### src/rtl/led_seq_ctrl_pkg.sv
// Shared definitions for the LED shift/flash sequencer: mode encodings
// (identical to the output mux select), pattern reset values and the
// default prescaler terminal counts.
package led_seq_ctrl_pkg;

  // Mode encoding doubles as the mux select: 0 routes the shift pattern,
  // 1 routes the flash pattern.
  typedef enum logic {
    SHIFT = 1'b0,
    FLASH = 1'b1
  } mode_e;

  // Pattern values after reset or a mode toggle (4-LED board encoding;
  // zero-extended when a wider pattern is instantiated).
  localparam logic [3:0] SHIFT_INIT = 4'b0001;
  localparam logic [3:0] FLASH_INIT = 4'b0000;

  // Default prescaler terminal counts, slowest (0) to fastest (3).
  localparam int unsigned LIMIT0_DEF = 2**20 - 1;
  localparam int unsigned LIMIT1_DEF = 2**19 - 1;
  localparam int unsigned LIMIT2_DEF = 2**18 - 1;
  localparam int unsigned LIMIT3_DEF = 2**17 - 1;

endpackage : led_seq_ctrl_pkg

### src/rtl/led_tick_gen.sv
// Speed-selectable prescaler. Counts 0..limit while enabled and emits a
// registered one-cycle tick on the edge where the count wraps back to 0.
// o_term is the combinational "this edge is a pattern step" strobe so the
// parent can register its pattern update on the same edge as o_tick.
module led_tick_gen
  import led_seq_ctrl_pkg::*;
#(
  parameter int          NB_COUNT = 32,
  parameter int unsigned LIMIT0   = LIMIT0_DEF,
  parameter int unsigned LIMIT1   = LIMIT1_DEF,
  parameter int unsigned LIMIT2   = LIMIT2_DEF,
  parameter int unsigned LIMIT3   = LIMIT3_DEF
) (
  input  logic       clock,
  input  logic       i_reset,      // synchronous, active-low
  input  logic       i_enable,
  input  logic       i_clear,      // synchronous clear, beats terminal count
  input  logic [1:0] i_speed_sel,
  output logic       o_term,
  output logic       o_tick
);

  logic [NB_COUNT-1:0] limit;
  logic [NB_COUNT-1:0] count_q, count_d;
  logic                tick_q, tick_d;

  // Decode the active terminal count from the speed switches every cycle.
  always_comb begin
    limit = NB_COUNT'(LIMIT0);
    case (i_speed_sel)
      2'd0:    limit = NB_COUNT'(LIMIT0);
      2'd1:    limit = NB_COUNT'(LIMIT1);
      2'd2:    limit = NB_COUNT'(LIMIT2);
      default: limit = NB_COUNT'(LIMIT3);
    endcase
  end

  // Next count and tick: clear wins, then freeze, then an over-limit count
  // (left behind by a speed change) is dropped to 0 without a tick.
  always_comb begin
    count_d = count_q;
    tick_d  = 1'b0;
    o_term  = 1'b0;
    if (i_clear) begin
      count_d = '0;
    end else if (i_enable) begin
      if (count_q > limit) begin
        count_d = '0;
      end else if (count_q == limit) begin
        count_d = '0;
        tick_d  = 1'b1;
        o_term  = 1'b1;
      end else begin
        count_d = count_q + NB_COUNT'(1);
      end
    end
  end

  // Count and tick registers.
  always_ff @(posedge clock) begin
    if (!i_reset) begin
      count_q <= '0;
      tick_q  <= 1'b0;
    end else begin
      count_q <= count_d;
      tick_q  <= tick_d;
    end
  end

  assign o_tick = tick_q;

endmodule : led_tick_gen

### src/rtl/led_seq_ctrl.sv
// LED sequencer top: owns the SHIFT/FLASH mode state (toggled by rising
// edges of the debounced mode button), the two pattern registers and the
// mux select. Pattern steps are paced by led_tick_gen.
module led_seq_ctrl
  import led_seq_ctrl_pkg::*;
#(
  parameter int          N_LEDS   = 4,
  parameter int          NB_COUNT = 32,
  parameter int unsigned LIMIT0   = LIMIT0_DEF,
  parameter int unsigned LIMIT1   = LIMIT1_DEF,
  parameter int unsigned LIMIT2   = LIMIT2_DEF,
  parameter int unsigned LIMIT3   = LIMIT3_DEF
) (
  input  logic              clock,
  input  logic              i_reset,      // synchronous, active-low
  input  logic              i_enable,
  input  logic [1:0]        i_speed_sel,
  input  logic              i_dir,        // 0 = rotate toward MSB, 1 = toward LSB
  input  logic              i_mode_btn,
  output logic              o_mux_sel,
  output logic [N_LEDS-1:0] o_shift_leds,
  output logic [N_LEDS-1:0] o_flash_leds,
  output logic              o_tick
);

  localparam logic [N_LEDS-1:0] SHIFT_RST = N_LEDS'(SHIFT_INIT);
  localparam logic [N_LEDS-1:0] FLASH_RST = N_LEDS'(FLASH_INIT);

  mode_e             mode_q;
  logic              btn_q;
  logic              btn_rise;
  logic              step;
  logic [N_LEDS-1:0] shift_q, shift_d;
  logic [N_LEDS-1:0] flash_q, flash_d;

  // A toggle needs the registered button low and the live button high, so
  // holding the button produces one toggle and releasing it produces none.
  assign btn_rise = i_mode_btn & ~btn_q;

  // The button edge doubles as the prescaler clear; the tick generator
  // suppresses its terminal-count strobe whenever the clear is active, so a
  // simultaneous edge and terminal count yields the toggle and no step.
  led_tick_gen #(
    .NB_COUNT (NB_COUNT),
    .LIMIT0   (LIMIT0),
    .LIMIT1   (LIMIT1),
    .LIMIT2   (LIMIT2),
    .LIMIT3   (LIMIT3)
  ) u_tick_gen (
    .clock       (clock),
    .i_reset     (i_reset),
    .i_enable    (i_enable),
    .i_clear     (btn_rise),
    .i_speed_sel (i_speed_sel),
    .o_term      (step),
    .o_tick      (o_tick)
  );

  // Next pattern values: only the pattern belonging to the active mode
  // advances on a step; the other one holds.
  always_comb begin
    shift_d = shift_q;
    flash_d = flash_q;
    if (btn_rise) begin
      shift_d = SHIFT_RST;
      flash_d = FLASH_RST;
    end else if (step) begin
      if (mode_q == SHIFT) begin
        if (i_dir) shift_d = {shift_q[0], shift_q[N_LEDS-1:1]};
        else       shift_d = {shift_q[N_LEDS-2:0], shift_q[N_LEDS-1]};
      end else begin
        flash_d = ~flash_q;
      end
    end
  end

  // Mode FSM, button edge register and pattern registers; reset captures
  // the live button so a button held through reset does not toggle.
  always_ff @(posedge clock) begin
    if (!i_reset) begin
      mode_q  <= SHIFT;
      btn_q   <= i_mode_btn;
      shift_q <= SHIFT_RST;
      flash_q <= FLASH_RST;
    end else begin
      btn_q   <= i_mode_btn;
      shift_q <= shift_d;
      flash_q <= flash_d;
      case (mode_q)
        SHIFT:   if (btn_rise) mode_q <= FLASH;
        FLASH:   if (btn_rise) mode_q <= SHIFT;
        default: mode_q <= SHIFT;
      endcase
    end
  end

  assign o_mux_sel    = mode_q;
  assign o_shift_leds = shift_q;
  assign o_flash_leds = flash_q;

endmodule : led_seq_ctrl

### config.mk
export PLATFORM = sky130hd
export DESIGN_NAME = led_seq_ctrl
export DESIGN_NICKNAME = d
export VERILOG_FILES = /design/src/rtl/led_seq_ctrl_pkg.sv /design/src/rtl/led_tick_gen.sv /design/src/rtl/led_seq_ctrl.sv
export SDC_FILE = /design/constraint.sdc
export NUM_CORES = 1
export LEC_CHECK = 0
export CAP_MARGIN = 20
export CORE_ASPECT_RATIO = 0.8
export CORE_UTILIZATION = 52
export CTS_CLUSTER_SIZE = 28
export DETAILED_ROUTE_END_ITERATION = 10
export PLACE_DENSITY_LB_ADDON = 0.25
export SKIP_CTS_REPAIR_TIMING = 1
export SLEW_MARGIN = 10
export SYNTH_ARGS = -nofsm -noshare
export SYNTH_HDL_FRONTEND = slang
export SYNTH_SLANG_ARGS = --single-unit
### constraint.sdc
create_clock -name clock -period 2.3 [get_ports clock]
set_clock_uncertainty 0.2 [all_clocks]
set_input_delay 0.345 -clock clock [delete_from_list [all_inputs] [get_ports clock]]
set_output_delay 0.345 -clock clock [all_outputs]
set_load 0.01 [all_outputs]
==> results.cfg <==
[run_status]
status = completed

[critical_path]
arrival_ns = 2.17
regToRegSetupSlack_ns = 0.12
critPathMaxFanout = 19
critPathRequiredTime_ns = 2.29
r2r_cells = 7
r2r_end = u_tick_gen.count_q[5]
path_class = flop to flop
start_kind = flop
end_kind = flop
r2r-start = u_tick_gen.count_q[10]

[power]
power_density_nw_per_um2 = 524
vdd_drop_max_uv = 447
power.leakage_nw = 1.01

[floorplan]
io_pins = 17
die_h_um = 61.7
start_util_pct = 54.7
die_area_sq_um = 4720
die_x_um = 76.6
row_count = 21
coreArea_sq_um = 4230

[min_path]
hold_path.class = input port to flop
hold_start = i_mode_btn
holdPathEnd = btn_q
hold_depth = 1

[sta]
setup_viol = 0
worstMarginPinSlew_ns = 0.363
finalHoldViolCount = 0
period_minus_slack_ns = 2.18
setup_ws_ns = 0.119
max_freq_ghz = 0.458
maxSlewHeadroom_pct = 75.6
slew_violations = 0
min_period_over_period_pct = 94.8

[clocking]
cts-root-buf = clkbuf_8
clock_path_buffers = 2
cts_inserted_buffers = 5
clock_latency_ns = 0.30
cts_tree = built
h-tree-depth = 2
cts.clk_slew.worst_paths_ns = 0.09
clkSinkCount = 43

[global_route]
grt_pass1_wl_um = 8240
grt-ovfl-total = 0
antenna_found_initial = 0
grt_pass1_vias = 1771
grt_usage_pct = 22.8
grt_max_degree = 21

[place]
place_ws_ns = -0.516
dpl_cell_area_sq_um = 2750
hpwl_um = 3420
io_buffers = 16
gp_congestion = 0.796

[layout]
drive_above_1_share_pct = 27.0
diodes = 0
num-fill-cells = 320
fin_nets = 288
areaGrowthSynthToFinish_pct = 25.8
seq_area_sq_um = 862
multi_input_area_sq_um = 1390
final_area_sq_um = 2910

[synth]
yosys-top-cells-area = dfxtp_1 (37%), xnor2_1 (10%), nor3_1 (5.2%)
syn_area_sq_um = 2310
synth.distinct_cells = 47
syn_nets = 249
synthTopCellsByCount = dfxtp_1 (43), xnor2_1 (27), nor3_1 (24)
synthFlopType = dfxtp_1
yosys_warnings = 0
synth.yosys.seq_area_share_pct = 37.2
yosys.cell_count.top_type = dfxtp_1
synth_area_per_cell_sq_um = 9.73
synth_top_area_share_pct = 37.2
synth_seq_cells = 43
syn_inst = 238
synth_async_sr_flop_share_pct = 0
synth_edf_count = 0
synth_top_area_cell = dfxtp_1

[detailed_routing]
num_vias = 1894
drt-wirelength-per-cell_um = 14.7
drc = 0
dr.first_iter.drc_count = 96
via_per_inst = 5.65
totalWireLength_um = 4910
detail-route-antenna-nets = 0
first_pass_iters = 4

[job]
drv_cap = 0
==> worst max-delay path: stages (launching register included) <==
cell and delay [ns]:
dfxtp_2 0.38, buf_4 0.12, and4_1 0.22, nand4_1 0.19
or4_4 0.48, a21boi_4 0.22, buf_12 0.19, a211oi_1 0.06
==> registers in the layout (all words and copies together) (netlist names) <==
register,cells
o_shift_leds,4
o_mux_sel,1
u_tick_gen.count_q,32
u_tick_gen.o_tick,1
btn_q,1
o_flash_leds,4
==> how the worst max path moves through the flow <==
stage                           start                endpoint  slack [ns]
2_1_floorplan          i_speed_sel[1]  u_tick_gen.count_q[18]       -0.02
3_3_place_gp           i_speed_sel[1]         o_shift_leds[0]       -0.48
3_5_place_dp           i_speed_sel[1]   u_tick_gen.count_q[1]       -0.52
4_1_cts                i_speed_sel[1]   u_tick_gen.count_q[1]       -0.22
5_1_grt         u_tick_gen.count_q[9]         o_shift_leds[0]     -0.0005
6_report       u_tick_gen.count_q[10]   u_tick_gen.count_q[5]        0.12
==> layout by cell type, fill, tap and decap left out, types with 7 or more instances in the layout <==
cell type / Yosys / layout
nand2_1: 12 / 12
nand4_1: 8 / 8
xnor2_1: 27 / 27
nor4_1: 8 / 7
buf_4: 1 / 27
nand3_1: 11 / 11
dfxtp_1: 43 / 42
clkdlybuf4s50_1: 0 / 14
nor3_1: 24 / 24
nor2_1: 11 / 11
nor3_2: 10 / 10
==> layout make-up <==
type | count | share of cell area [%]
multi-input cells | 177 | 47.8
inverters | 3 | 0.387
clock inverters | 3 | 2.32
clock buffers | 5 | 2.36
repair buffers | 47 | 15.1
flip-flops and latches | 43 | 29.6
well taps | 57 | 2.45
==> metal layers <==
layer | up-vias | track usage [%] | wire length, um
met3 | 11 | 5.33 | 151
li1 | 950 | - | -
met4 | 0 | 8.52 | 81
met5 | - | 0 | 0
met2 | 34 | 37.5 | 2140
met1 | 899 | 29.8 | 2540
==> report_power, final <==
group | total, mW | internal [mW] | switching, mW
combinational | 0.0655 | 0.0317 | 0.0338
clock | 0.710 | 0.433 | 0.277
sequential | 0.751 | 0.748 | 0.00310
==> cells by family after synthesis <==
kind of cell               synth area share (%)
DFF                                        37.2
adders and majority gates                  2.16
xor gates and xnor gates                   11.0
muxes                                      4.11
and+or+nand+nor                            35.6
AOI/OAI and AO/OA                          5.95
buffers and inverters                      4.05
==> per-stage QoR <==
| step | hold WS, ns | util (%) | total power [mW] | cells | setup TNS [ns] |
|---|---|---|---|---|---|
| floorplan | 0.173 | - | 0.801 | 238 | -0.103 |
| global placement | 0.298 | 64.9 | 0.832 | 327 | -18.40 |
| detailed placement | 0.318 | 64.9 | 0.833 | 327 | -19.53 |
| CTS | 0.319 | 68.1 | 1.54 | 335 | -7.73 |
| global route | 0.315 | 68.9 | 1.58 | 335 | -0.000475 |
| finish | 0.324 | 68.9 | 1.53 | 335 | 0 |
Note: power is estimated with default switching activity, not from simulation.
